--- src/rtl/alu_control_seq_if.sv ---
// Request/response bundle between the decode stage (master) and the ALU control unit (slave).
// Carries the request handshake, the decoded-result handshake, flush and the busy indication.
interface alu_control_seq_if #(
  parameter int FUNCT_W = 6
);
  logic               flush;
  logic               in_valid;
  logic               in_ready;
  logic [1:0]         ALUOp;
  logic [FUNCT_W-1:0] funct_ctrl;
  logic               out_valid;
  logic               out_ready;
  logic [FUNCT_W-1:0] funct;
  logic               illegal;
  logic               busy;

  modport master (
    output flush, in_valid, ALUOp, funct_ctrl, out_ready,
    input  in_ready, out_valid, funct, illegal, busy
  );

  modport slave (
    input  flush, in_valid, ALUOp, funct_ctrl, out_ready,
    output in_ready, out_valid, funct, illegal, busy
  );
endinterface

--- src/rtl/alu_control_seq.sv ---
// Registered, handshaked ALU control: decodes ALUOp/funct_ctrl and sequences fixed-latency MULTU/DIVU.
// Define ALU_MULDIV_EN to enable the multi-cycle ops (BUSY state and latency counter).
module alu_control_seq #(
  parameter int FUNCT_W = 6,
  parameter int MUL_LAT = 4,
  parameter int DIV_LAT = 8
) (
  input logic              clk,
  input logic              rst_n,
  alu_control_seq_if.slave bus
);

  // A misconfigured instance never accepts work instead of producing garbage.
  localparam bit PARAMS_OK = (FUNCT_W >= 6) && (MUL_LAT >= 1) && (DIV_LAT >= 1);

  localparam logic [FUNCT_W-1:0] FC_ADDU  = FUNCT_W'(6'b001011);
  localparam logic [FUNCT_W-1:0] FC_SUBU  = FUNCT_W'(6'b001101);
  localparam logic [FUNCT_W-1:0] FC_NOR   = FUNCT_W'(6'b100111);
  localparam logic [FUNCT_W-1:0] FC_SLTU  = FUNCT_W'(6'b101010);
  localparam logic [FUNCT_W-1:0] ALU_ADDU = FUNCT_W'(6'b001001);
  localparam logic [FUNCT_W-1:0] ALU_SUBU = FUNCT_W'(6'b001010);
  localparam logic [FUNCT_W-1:0] ALU_NOR  = FUNCT_W'(6'b010011);
  localparam logic [FUNCT_W-1:0] ALU_SLTU = FUNCT_W'(6'b101010);

`ifdef ALU_MULDIV_EN
  localparam logic [FUNCT_W-1:0] FC_MULTU  = FUNCT_W'(6'b011001);
  localparam logic [FUNCT_W-1:0] FC_DIVU   = FUNCT_W'(6'b011011);
  localparam logic [FUNCT_W-1:0] ALU_MULTU = FUNCT_W'(6'b011001);
  localparam logic [FUNCT_W-1:0] ALU_DIVU  = FUNCT_W'(6'b011011);
  localparam int LAT_MAX = (MUL_LAT > DIV_LAT) ? MUL_LAT : DIV_LAT;
  localparam int CNT_W   = (LAT_MAX > 1) ? $clog2(LAT_MAX) : 1;
`endif

  typedef enum logic [1:0] {
    IDLE = 2'd0,
    OUT  = 2'd1
`ifdef ALU_MULDIV_EN
    ,
    BUSY = 2'd2
`endif
  } state_t;

  state_t             state_reg;
  logic [FUNCT_W-1:0] funct_reg;
  logic               illegal_reg;
  logic               out_valid_reg;
`ifdef ALU_MULDIV_EN
  logic               busy_reg;
  logic [CNT_W-1:0]   cnt_reg;
`endif

  logic [FUNCT_W-1:0] dec_funct;
  logic               dec_illegal;
`ifdef ALU_MULDIV_EN
  logic               dec_multi;
  logic [CNT_W-1:0]   dec_cnt;
`endif
  logic               can_accept;
  logic               accept;

  always_comb begin
    dec_funct   = '0;
    dec_illegal = 1'b1;
`ifdef ALU_MULDIV_EN
    dec_multi   = 1'b0;
    dec_cnt     = '0;
`endif
    case (bus.ALUOp)
      2'b00: begin
        dec_funct   = ALU_ADDU;
        dec_illegal = 1'b0;
      end
      2'b01: begin
        dec_funct   = ALU_SUBU;
        dec_illegal = 1'b0;
      end
      2'b10: begin
        case (bus.funct_ctrl)
          FC_ADDU: begin
            dec_funct   = ALU_ADDU;
            dec_illegal = 1'b0;
          end
          FC_SUBU: begin
            dec_funct   = ALU_SUBU;
            dec_illegal = 1'b0;
          end
          FC_NOR: begin
            dec_funct   = ALU_NOR;
            dec_illegal = 1'b0;
          end
          FC_SLTU: begin
            dec_funct   = ALU_SLTU;
            dec_illegal = 1'b0;
          end
`ifdef ALU_MULDIV_EN
          FC_MULTU: begin
            dec_funct   = ALU_MULTU;
            dec_illegal = 1'b0;
            dec_multi   = 1'b1;
            dec_cnt     = CNT_W'(MUL_LAT - 1);
          end
          FC_DIVU: begin
            dec_funct   = ALU_DIVU;
            dec_illegal = 1'b0;
            dec_multi   = 1'b1;
            dec_cnt     = CNT_W'(DIV_LAT - 1);
          end
`endif
          default: begin
            dec_funct   = '0;
            dec_illegal = 1'b1;
          end
        endcase
      end
      default: begin
        dec_funct   = '0;
        dec_illegal = 1'b1;
      end
    endcase
  end

  // A new request may enter in the same cycle the held result is consumed.
  assign can_accept   = (state_reg == IDLE) || ((state_reg == OUT) && bus.out_ready);
  assign bus.in_ready = PARAMS_OK && !bus.flush && can_accept;
  assign accept       = bus.in_valid && bus.in_ready;

  always_ff @(posedge clk) begin
    if (!rst_n) begin
      state_reg     <= IDLE;
      funct_reg     <= '0;
      illegal_reg   <= 1'b0;
      out_valid_reg <= 1'b0;
`ifdef ALU_MULDIV_EN
      busy_reg      <= 1'b0;
      cnt_reg       <= '0;
`endif
    end else if (bus.flush) begin
      state_reg     <= IDLE;
      funct_reg     <= '0;
      illegal_reg   <= 1'b0;
      out_valid_reg <= 1'b0;
`ifdef ALU_MULDIV_EN
      busy_reg      <= 1'b0;
      cnt_reg       <= '0;
`endif
    end else begin
      case (state_reg)
        IDLE: ;
        OUT: begin
          if (bus.out_ready) begin
            state_reg     <= IDLE;
            out_valid_reg <= 1'b0;
          end
        end
`ifdef ALU_MULDIV_EN
        BUSY: begin
          if (cnt_reg == '0) begin
            state_reg     <= OUT;
            busy_reg      <= 1'b0;
            out_valid_reg <= 1'b1;
          end else begin
            cnt_reg <= cnt_reg - CNT_W'(1);
          end
        end
`endif
        default: begin
          state_reg     <= IDLE;
          out_valid_reg <= 1'b0;
        end
      endcase

      // Accept overrides the consume-to-IDLE transition above.
      if (accept) begin
        funct_reg   <= dec_funct;
        illegal_reg <= dec_illegal;
`ifdef ALU_MULDIV_EN
        if (dec_multi) begin
          state_reg     <= BUSY;
          busy_reg      <= 1'b1;
          out_valid_reg <= 1'b0;
          cnt_reg       <= dec_cnt;
        end else begin
          state_reg     <= OUT;
          out_valid_reg <= 1'b1;
        end
`else
        state_reg     <= OUT;
        out_valid_reg <= 1'b1;
`endif
      end
    end
  end

  assign bus.funct     = funct_reg;
  assign bus.illegal   = illegal_reg;
  assign bus.out_valid = out_valid_reg;
`ifdef ALU_MULDIV_EN
  assign bus.busy      = busy_reg;
`else
  assign bus.busy      = 1'b0;
`endif

endmodule

--- src/flat_wrapper.sv ---
// flat-port wrapper written by rule: the top's interface ports become plain ports
module alu_control_seq_flat 
#(
  parameter int FUNCT_W = 6,
  parameter int MUL_LAT = 4,
  parameter int DIV_LAT = 8
)
  (clk, rst_n, bus_flush, bus_in_valid, bus_ALUOp, bus_funct_ctrl, bus_out_ready, bus_in_ready, bus_out_valid, bus_funct, bus_illegal, bus_busy);
  alu_control_seq_if #(.FUNCT_W(FUNCT_W)) bus_i ();
  input logic clk;
  input logic rst_n;
  input wire logic [$bits(bus_i.flush)-1:0] bus_flush;
  input wire logic [$bits(bus_i.in_valid)-1:0] bus_in_valid;
  input wire logic [$bits(bus_i.ALUOp)-1:0] bus_ALUOp;
  input wire logic [$bits(bus_i.funct_ctrl)-1:0] bus_funct_ctrl;
  input wire logic [$bits(bus_i.out_ready)-1:0] bus_out_ready;
  output wire logic [$bits(bus_i.in_ready)-1:0] bus_in_ready;
  output wire logic [$bits(bus_i.out_valid)-1:0] bus_out_valid;
  output wire logic [$bits(bus_i.funct)-1:0] bus_funct;
  output wire logic [$bits(bus_i.illegal)-1:0] bus_illegal;
  output wire logic [$bits(bus_i.busy)-1:0] bus_busy;
  assign bus_i.flush = bus_flush;
  assign bus_i.in_valid = bus_in_valid;
  assign bus_i.ALUOp = bus_ALUOp;
  assign bus_i.funct_ctrl = bus_funct_ctrl;
  assign bus_i.out_ready = bus_out_ready;
  assign bus_in_ready = bus_i.in_ready;
  assign bus_out_valid = bus_i.out_valid;
  assign bus_funct = bus_i.funct;
  assign bus_illegal = bus_i.illegal;
  assign bus_busy = bus_i.busy;
  alu_control_seq #(.FUNCT_W(FUNCT_W), .MUL_LAT(MUL_LAT), .DIV_LAT(DIV_LAT)) u_core (.clk(clk), .rst_n(rst_n), .bus(bus_i));
endmodule
--- config.mk ---
export PLATFORM = sky130hd
export DESIGN_NAME = alu_control_seq_flat
export DESIGN_NICKNAME = d
export VERILOG_FILES = /design/src/rtl/alu_control_seq_if.sv /design/src/rtl/alu_control_seq.sv /design/src/flat_wrapper.sv
export SDC_FILE = /design/constraint.sdc
export NUM_CORES = 1
export LEC_CHECK = 0
export ABC_CLOCK_PERIOD_IN_PS = 1900
export BUFFER_PORTS_ARGS = -buffer_cell sky130_fd_sc_hd__buf_4
export CAP_MARGIN = 20
export CORE_AREA = 2 2 39 41
export CTS_CLUSTER_SIZE = 30
export DETAILED_ROUTE_END_ITERATION = 8
export DIE_AREA = 0 0 41 43
export PLACE_DENSITY_LB_ADDON = 0.3
export SYNTH_ARGS = -nofsm -noshare
export SYNTH_HDL_FRONTEND = slang
export SYNTH_SLANG_ARGS = --single-unit
--- constraint.sdc ---
create_clock -name clk -period 1.9 [get_ports clk]
set_input_delay 0.38 -clock clk [delete_from_list [all_inputs] [get_ports clk]]
set_output_delay 0.38 -clock clk [all_outputs]
set_load 0.01 [all_outputs]
==> results of run 1 <==
## power groups by stage
stage / clock, mW / combinational, mW / sequential [mW]
floorplan: 0 / 0.0376 / 0.157
global placement: 0 / 0.0773 / 0.155
detailed placement: 0 / 0.0781 / 0.155
CTS: 0.139 / 0.0785 / 0.152
global route: 0.147 / 0.0871 / 0.152
finish: 0.135 / 0.0782 / 0.152
## how the worst min path moves through the flow
stage	startpoint	endpoint	cells past startpoint
3_3_place_gp	u_core.bus.funct[4]	u_core.bus.funct[4]	2
5_1_grt	bus_in_valid	u_core.state_reg[0]	3
4_1_cts	bus_in_valid	u_core.state_reg[0]	3
2_1_floorplan	u_core.bus.funct[4]	u_core.bus.funct[4]	2
6_report	bus_in_valid	u_core.state_reg[0]	3
3_5_place_dp	u_core.bus.funct[5]	u_core.bus.funct[5]	2
## area by class of cell
class | count | share of cell area (%)
Clock buffer | 4 | 4.10
Tap cell | 16 | 3.13
Sequential cell | 7 | 21.9
Inverter | 1 | 0.586
Multi-Input combinational cell | 48 | 46.9
Timing Repair Buffer | 20 | 23.4
## stage by stage
stage | cell area, µm² | setup WS [ns] | std cells | power, mW | hold WS (ns)
floorplan | 464 | 0.396 | 59 | 0.194 | 0.474
global placement | 614 | 0.225 | 92 | 0.232 | 0.442
detailed placement | 614 | 0.186 | 92 | 0.233 | 0.455
CTS | 641 | 0.453 | 96 | 0.370 | 0.363
global route | 641 | 0.274 | 96 | 0.387 | 0.383
finish | 641 | 0.446 | 96 | 0.365 | 0.368
## worst register-to-register path: stages, from the launching register on
cell      delay (ns)
dfxtp_1         0.31
or2b_2          0.17
nand3b_1        0.22
or3_1           0.44
a21oi_1         0.14
## per-layer routing
metal  GRT usage (%)  up-vias  part of all wire, %
met4            12.0        0                  3.4
met5               0        -                    0
li1                -      257                    -
met1            19.9      220                   41
met3            1.57        5                   11
met2            20.6       32                   44
## cells in the mapped netlist (2+ instances only)
cell type / number / area share, %
nor2_1: 6 / 4.9
dfxtp_1: 7 / 30
o21ai_0: 3 / 3.3
nand3b_1: 2 / 3.3
nand3_1: 2 / 2.2
or2b_2: 3 / 5.7
nand2_1: 5 / 4.1
nor2b_1: 2 / 2.7
a21oi_1: 5 / 5.4
nor3_1: 2 / 2.2
buf_4: 2 / 3.3
or3b_1: 2 / 3.8
## cell families after synthesis
| kind of cell | count (synthesis) |
|---|---|
| xor gates and xnor gates | 1 |
| other | 1 |
| AOI/OAI and AO/OA | 15 |
| and+or+nand+nor | 30 |
| DFF | 7 |
| buffers and inverters | 4 |
==> impl_metrics.json, run 1 <==
{
  "outcome": "complete, no violations",
  "routedWlPerCell_um": 11.6,
  "maxSlewViolCount": 0,
  "final_cell_mix": "buf_4, dfxtp_1, nor2_1",
  "fmax_mhz": 688,
  "largest_register_ffs": 5,
  "drive_gt1_share_pct": 36.3,
  "synth_compound_area_share_pct": 22.6,
  "timing.reg2reg.setup_slack_ns": 0.56,
  "syn-cell-area_um2": 460,
  "clockPowerShare_pct": 36.9,
  "startpoint": "bus_funct_ctrl[4]",
  "clock_path_buffers": 2,
  "fp.dieH_um": 43,
  "crit_required_ns": 2.06,
  "drt-vias-per-instance": 5.35,
  "clock-sinks": 7,
  "finClkSkew_ns": 0.00369,
  "cts_tree": "yes",
  "cts.clk_slew.worst_paths_ns": 0.05,
  "worstSetupPathType": "input pin to flop",
  "cp_slowest_cell": "or3b_1",
  "port_buffers": 20,
  "crit_buf_inv": 1,
  "dp_hpwl_um": 876,
  "regArea_um2": 140,
  "worstSetupEndpoint": "u_core.bus.funct[1]",
  "grt_pass1_vias": 433,
  "hp-class": "input pin to flop",
  "slowest_delay_ns": 0.41,
  "pin_count": 23,
  "nFillCells": 141,
  "reg2regPathDepth": 4,
  "synth_top_family_by_area": "simple AND/OR/NAND/NOR gates",
  "drtAntennaViolNets": 0,
  "crit_chain": "buf_4, or3b_1, o41ai_1, o21ai_0, a211oi_1",
  "root_buffer": "clkbuf_4",
  "ys_ff_latch": 7,
  "path_depth": 5,
  "grt_start_max_net_pins": 9,
  "die-area_um2": 1760,
  "grt-ovfl-total": 0,
  "r2r-start": "u_core.state_reg[0]",
  "synth_cell_types": 29,
  "final_util_pct": 46.3,
  "yosys.area_share.xor_xnor_pct": 1.90,
  "fin_nets": 94,
  "p_leak_nw": 0.259,
  "area_growth_pct": 39.1,
  "min_period_ns": 1.45,
  "insertion_delay_ns": 0.25,
  "rr_endpoint": "u_core.bus.funct[4]",
  "final-hold-violation-count": 0,
  "dr.pass1.iters": 4,
  "core_region_area_um2": 1380,
  "htree_num_levels": 1,
  "p_seq_share_pct": 41.7,
  "muxShareOfSynthArea_pct": 0,
  "maxCapViolations": 0,
  "yosysWarnings": 0,
  "ir_worst_vdd_uv": 194,
  "routabilityCongestion": 0.813,
  "cts_hold_buf": 0,
  "start_util_pct": 33.3,
  "layout_commonest_cell": "buf_4",
  "pwr-share-comb_pct": 21.4,
  "netSwitchingPower_mw": 0.0958,
  "syn_area_per_cell_um2": 7.94,
  "switching_share_pct": 26.3,
  "critPathLaunchType": "input pin",
  "power.density_nw_per_um2": 570,
  "synth_fa_ha_area_share_pct": 0,
  "synth_edf_count": 0,
  "netlist_instances": 58,
  "core.rowCount": 14,
  "cp_top_family": "compound AO/OA/AOI/OAI gates",
  "grt_util_all_layers_pct": 15.0,
  "cp_data_arrival_time_ns": 1.62,
  "crit_path_end_kind": "flop",
  "async_flop_share_pct": 0,
  "critPathMaxFanout": 4,
  "cell_internal_pwr_mw": 0.269,
  "rsz0062_at_grt": "no",
  "num_vias": 514,
  "drcViolationCount": 0,
  "antenna_cells": 0,
  "numCtsBuffers": 3,
  "fin_setup_tns_ns": 0,
  "postCtsSetupRepairBufs": 0,
  "finalSetupViolations": 0,
  "synth-simple-area-share_pct": 39.1,
  "antenna_found_initial": 0,
  "finalWirelength_um": 1110,
  "synth_flop_cell": "dfxtp_1",
  "grt_pass1_wl_um": 1790,
  "drt_iter0_markers": 15,
  "cts_resized": 0,
  "die_w_um": 41,
  "finalCritPeriodShare_pct": 76.5,
  "ys_seq_area_share_pct": 30.4,
  "multi_input_area_um2": 300
}
Note: power is estimated with default switching activity, not from simulation.
==> inputs of run 2 (changes only) <==
--- a/config.mk
+++ b/config.mk
@@ -5,7 +5,7 @@
 export SDC_FILE = /design/constraint.sdc
 export NUM_CORES = 1
 export LEC_CHECK = 0
-export ABC_CLOCK_PERIOD_IN_PS = 1900
+export ABC_CLOCK_PERIOD_IN_PS = 1390
 export BUFFER_PORTS_ARGS = -buffer_cell sky130_fd_sc_hd__buf_4
 export CAP_MARGIN = 20
 export CORE_AREA = 2 2 39 41
==> constraint.sdc (replaced) <==
create_clock -name clk -period 1.39 [get_ports clk]
set_input_delay 0.278 -clock clk [delete_from_list [all_inputs] [get_ports clk]]
set_output_delay 0.278 -clock clk [all_outputs]
set_load 0.01 [all_outputs]
==> run 2 against run 1 <==
Setup slack lost 0.36 ns. Utilization grew 8.2 points. Wire length grew 7.6%. Global-route usage grew 1.1 points. Sequential share of layout area shrank 3.3 points. Via count grew 6.2%. Non-clock buffer count grew 12. Cell count grew 13%. Critical endpoint is now u_core.bus.funct[4]. Largest power group unchanged.
==> impl_metrics.json, run 2 (synthesized netlist as in run 1, its figures left out) <==
{
  "outcome": "complete, no violations",
  "cp_data_arrival_time_ns": 1.50,
  "port_buffers": 20,
  "start_util_pct": 33.3,
  "finalCritPeriodShare_pct": 93.8,
  "min_period_ns": 1.30,
  "slowest_delay_ns": 0.43,
  "crit_required_ns": 1.59,
  "cell_internal_pwr_mw": 0.390,
  "pwr-share-comb_pct": 25.5,
  "grt_pass1_vias": 462,
  "clockPowerShare_pct": 35.7,
  "drt-vias-per-instance": 5.06,
  "area_growth_pct": 63.9,
  "clock_path_buffers": 2,
  "switching_share_pct": 27.4,
  "finalSetupViolations": 0,
  "hp-class": "input pin to flop",
  "layout_commonest_cell": "buf_4",
  "drive_gt1_share_pct": 46.7,
  "die_w_um": 41,
  "core_region_area_um2": 1380,
  "rsz0062_at_grt": "no",
  "drt_iter0_markers": 10,
  "dr.pass1.iters": 4,
  "critPathLaunchType": "flop",
  "grt-ovfl-total": 0,
  "maxCapViolations": 0,
  "p_leak_nw": 0.318,
  "nFillCells": 138,
  "largest_register_ffs": 5,
  "regArea_um2": 140,
  "cp_slowest_cell": "or3_1",
  "antenna_found_initial": 0,
  "drtAntennaViolNets": 0,
  "drcViolationCount": 0,
  "pin_count": 23,
  "routabilityCongestion": 0.903,
  "cts_tree": "yes",
  "fin_nets": 106,
  "num_vias": 546,
  "final-hold-violation-count": 0,
  "worstSetupPathType": "flop to flop",
  "routedWlPerCell_um": 11.1,
  "htree_num_levels": 1,
  "cts_hold_buf": 0,
  "fp.dieH_um": 43,
  "cts.clk_slew.worst_paths_ns": 0.06,
  "finClkSkew_ns": 0.00744,
  "power.density_nw_per_um2": 711,
  "multi_input_area_um2": 324,
  "clock-sinks": 7,
  "numCtsBuffers": 3,
  "p_seq_share_pct": 38.8,
  "ir_worst_vdd_uv": 405,
  "insertion_delay_ns": 0.26,
  "crit_path_end_kind": "flop",
  "finalWirelength_um": 1200,
  "core.rowCount": 14,
  "root_buffer": "clkbuf_4",
  "grt_start_max_net_pins": 9,
  "crit_chain": "or2b_2, nand3b_1, or3_1, a21oi_2",
  "critPathMaxFanout": 7,
  "antenna_cells": 0,
  "final_cell_mix": "buf_4, dfxtp_1, nor2_1",
  "die-area_um2": 1760,
  "fin_setup_tns_ns": 0,
  "total_power_mw": 0.536,
  "grt_pass1_wl_um": 1900,
  "maxSlewViolCount": 0,
  "grt_util_all_layers_pct": 16.1,
  "dp_hpwl_um": 931,
  "fmax_mhz": 767,
  "netSwitchingPower_mw": 0.147
}
==> run 2: stage by stage <==
step                util [%]  instance area, µm²  cells  hold slack [ns]  setup slack (ns)
floorplan                  -                 477     59            0.399          -0.00667
global placement        50.7                 702    102            0.440            -0.177
detailed placement      50.7                 702    102            0.453            -0.170
CTS                     52.6                 728    106            0.259            0.0571
global route            54.5                 754    108            0.277           0.00637
finish                  54.5                 754    108            0.261            0.0863
==> run 2: layer usage <==
| layer | vias to the layer above | wire length (µm) | track usage, % |
|---|---|---|---|
| li1 | 279 | - | - |
| met1 | 249 | 533 | 20.7 |
| met2 | 18 | 572 | 22.5 |
| met3 | 0 | 92 | 9.42 |
| met4 | 0 | 0 | 4.00 |
| met5 | - | 0 | 0 |
==> run 2: area by class of cell <==
class	count	share of cell area, %
sequential	7	18.6
clock buffer	4	3.48
inverter	1	0.498
timing repair buffer	32	31.8
multi-input combinational	48	43.0
tap	16	2.65
==> run 2: timing repair <==
item | in CTS | in global routing
endpoints found under the setup margin | 0 | 3
buffers inserted | 0 | 2
resized for setup | 0 | 2
==> run 2: worst paths after layout <==
kind	start	endpoint	slack, ns	depth (start not counted)
setup / recovery	u_core.state_reg[0]	u_core.bus.funct[4]	0.09	4
hold / removal	bus_in_valid	u_core.state_reg[0]	0.26	3
setup reg to reg	u_core.state_reg[0]	u_core.bus.funct[4]	0.09	4
hold reg to reg	u_core.bus.funct[5]	u_core.bus.funct[5]	0.45	2
==> run 2: power by group through the flow <==
stage,combinational [mW],sequential [mW],clock (mW)
floorplan,0.0534,0.214,0
global route,0.149,0.208,0.210
detailed placement,0.129,0.212,0
finish,0.137,0.208,0.192
CTS,0.129,0.208,0.199
global placement,0.129,0.212,0
==> run 2: critical path: cells and delay by family, from the launching register on <==
family | cells | cell delay [ns]
AND/OR/NAND/NOR | 3 | 0.79
flip-flops | 1 | 0.32
AO/OA/AOI/OAI | 1 | 0.14
==> inputs of run 3 (changes only) <==
--- a/config.mk
+++ b/config.mk
@@ -5,6 +5,7 @@
 export SDC_FILE = /design/constraint.sdc
 export NUM_CORES = 1
 export LEC_CHECK = 0
+export ABC_AREA = 1
 export ABC_CLOCK_PERIOD_IN_PS = 1390
 export BUFFER_PORTS_ARGS = -buffer_cell sky130_fd_sc_hd__buf_4
 export CAP_MARGIN = 20
==> run 3 against run 2 <==
Utilization down 11 points. Area after synthesis down 8.2%. Die area unchanged. Critical endpoint is now bus_in_ready. Largest cell class unchanged. Largest power group unchanged.
==> impl_metrics.json, run 3 <==
{
  "outcome": "complete, no violations",
  "ys_seq_area_share_pct": 33.1,
  "drtAntennaViolNets": 0,
  "clock_path_buffers": 2,
  "final-hold-violation-count": 0,
  "crit_buf_inv": 2,
  "synth_flop_cell": "dfxtp_1",
  "yosysTopAreaCell": "dfxtp_1",
  "dp_hpwl_um": 760,
  "hp-class": "input pin to flop",
  "worstSetupEndpoint": "bus_in_ready",
  "finalSetupViolations": 0,
  "cp_slowest_cell": "dfxtp_1",
  "critPathMaxFanout": 2,
  "cell_internal_pwr_mw": 0.360,
  "cts_tree": "yes",
  "dr.pass1.iters": 4,
  "ir_worst_vdd_uv": 346,
  "rsz0062_at_grt": "no",
  "timing.reg2reg.setup_slack_ns": 0.33,
  "crit_path_end_kind": "primary output",
  "htree_num_levels": 1,
  "place_area_um2": 582,
  "ys_ff_latch": 7,
  "path_depth": 4,
  "netlist_instances": 67,
  "insertion_delay_ns": 0.25,
  "antenna_cells": 0,
  "antenna_found_initial": 0,
  "cts_resized": 0,
  "numCtsBuffers": 3,
  "synth_edf_count": 0,
  "syn-cell-area_um2": 423,
  "dpl.cell_count": 102,
  "p_leak_nw": 0.329,
  "finalNonFillerCells": 106,
  "drt_iter0_markers": 11,
  "cts.clk_slew.worst_paths_ns": 0.05,
  "drive_gt1_share_pct": 32.2,
  "ys_top_cells_by_area": "dfxtp_1, nand2_1, nand3_1",
  "startpoint": "u_core.state_reg[0]",
  "grt_util_all_layers_pct": 13.0,
  "final_util_pct": 43.9,
  "synth_top_area_share_pct": 33.1,
  "maxSlewViolCount": 0,
  "layout_commonest_cell": "buf_4",
  "fp.dieH_um": 43,
  "rr_endpoint": "u_core.bus.funct[3]",
  "num_vias": 483,
  "port_buffers": 20,
  "fin_setup_tns_ns": 0,
  "yosysWarnings": 0,
  "yosys.cell_count.top_type": "nand2_1",
  "min_period_ns": 1.23,
  "critPathLaunchType": "flop",
  "netSwitchingPower_mw": 0.123,
  "grt-ovfl-total": 0,
  "pwr-share-comb_pct": 19.1,
  "reg2regPathDepth": 7,
  "drt-vias-per-instance": 4.56,
  "die-area_um2": 1760,
  "routedWlPerCell_um": 8.75,
  "switching_share_pct": 25.5,
  "syn_area_per_cell_um2": 6.31,
  "cp_top_family": "flip-flops",
  "final_cell_mix": "buf_4, nand2_1, inv_1, nor2_1, nand3_1",
  "crit_chain": "inv_1, nor2_2, nor2_4, buf_4",
  "grt_start_max_net_pins": 8,
  "power.density_nw_per_um2": 794,
  "start_util_pct": 30.6,
  "ys_top_cells_by_count": "nand2_1, inv_1, nor2_1",
  "clock-sinks": 7,
  "routabilityCongestion": 0.786,
  "clockPowerShare_pct": 37.9,
  "cts_hold_buf": 0,
  "async_flop_share_pct": 0,
  "core.rowCount": 14,
  "area_growth_pct": 43.8,
  "finalInstanceArea_um2": 608,
  "crit_required_ns": 1.11,
  "finalWirelength_um": 928,
  "core_region_area_um2": 1380,
  "fin_nets": 104,
  "p_seq_share_pct": 43.0,
  "grt_pass1_vias": 402,
  "drcViolationCount": 0,
  "root_buffer": "clkbuf_4",
  "finalCritPeriodShare_pct": 88.8,
  "finClkSkew_ns": 0.00313,
  "r2r-start": "u_core.state_reg[0]",
  "pin_count": 23,
  "postCtsSetupRepairBufs": 0,
  "slowest_delay_ns": 0.32,
  "fmax_mhz": 810,
  "cp_data_arrival_time_ns": 0.96,
  "maxCapViolations": 0,
  "synth_cell_types": 15,
  "largest_register_ffs": 5,
  "die_w_um": 41,
  "worstSetupPathType": "flop to primary output",
  "grt_pass1_wl_um": 1550
}
-- run 3: cell count changes in the layout (fill, tap and decap cells not counted), moves of 3 or more --
cell	before	now
nor2_1	6	10
buf_4	32	20
nand2_1	5	11
o21ai_1	0	4
nand3_1	2	8
or2b_2	3	0
o21ai_0	3	0
inv_1	1	10
-- run 3: worst min-delay path: stages --
cell and delay (ns):
buf_4 0.10, nor2_1 0.04, nor2_1 0.07
-- run 3: layout make-up --
class                           count  area [µm²]
Timing Repair Buffer               20         150
Clock buffer                        4        26.3
Sequential cell                     7         140
Fill cell                         142         776
Tap cell                           16        20.0
Multi-Input combinational cell     47         226
Inverter                           12        45.0
-- run 3: per-stage QoR --
stage          setup WS, ns  hold WS [ns]  total power [mW]
2_1_floorplan         0.340         0.399             0.260
3_3_place_gp          0.288         0.466             0.303
3_5_place_dp          0.291         0.462             0.304
4_1_cts               0.140         0.261             0.491
5_1_grt              0.0974         0.305             0.516
6_report              0.155         0.268             0.483
-- run 3: kinds of logic after synthesis --
group | after synthesis | synth area share (%)
AOI/OAI and AO/OA | 11 | 13.6
other | 1 | 0.887
DFF | 7 | 33.1
buffers and inverters | 14 | 14.2
and+or+nand+nor | 34 | 38.2
-- run 3: worst min-delay path by stage --
stage               slack, ns  depth (start not counted)                 from             endpoint
floorplan                0.40                          2         bus_in_valid  u_core.state_reg[0]
global placement         0.47                          2  u_core.bus.funct[4]  u_core.bus.funct[4]
detailed placement       0.46                          2  u_core.bus.funct[0]  u_core.bus.funct[0]
CTS                      0.26                          3         bus_in_valid  u_core.state_reg[0]
global route             0.31                          3         bus_in_valid  u_core.state_reg[0]
finish                   0.27                          3         bus_in_valid  u_core.state_reg[0]
-- run 3: power by group through the flow --
stage	clock [mW]	sequential (mW)	combinational (mW)
3_5_place_dp	0	0.211	0.0924
3_3_place_gp	0	0.212	0.0916
2_1_floorplan	0	0.213	0.0468
5_1_grt	0.202	0.208	0.106
6_report	0.183	0.208	0.0922
4_1_cts	0.191	0.208	0.0928
-- run 3: metal layers --
metal	wire length [µm]	global-route usage, %	vias to the layer above
li1	-	-	253
met1	428	17.5	208
met2	435	16.9	22
met3	64	4.71	0
met4	0	8.00	0
met5	0	0	-
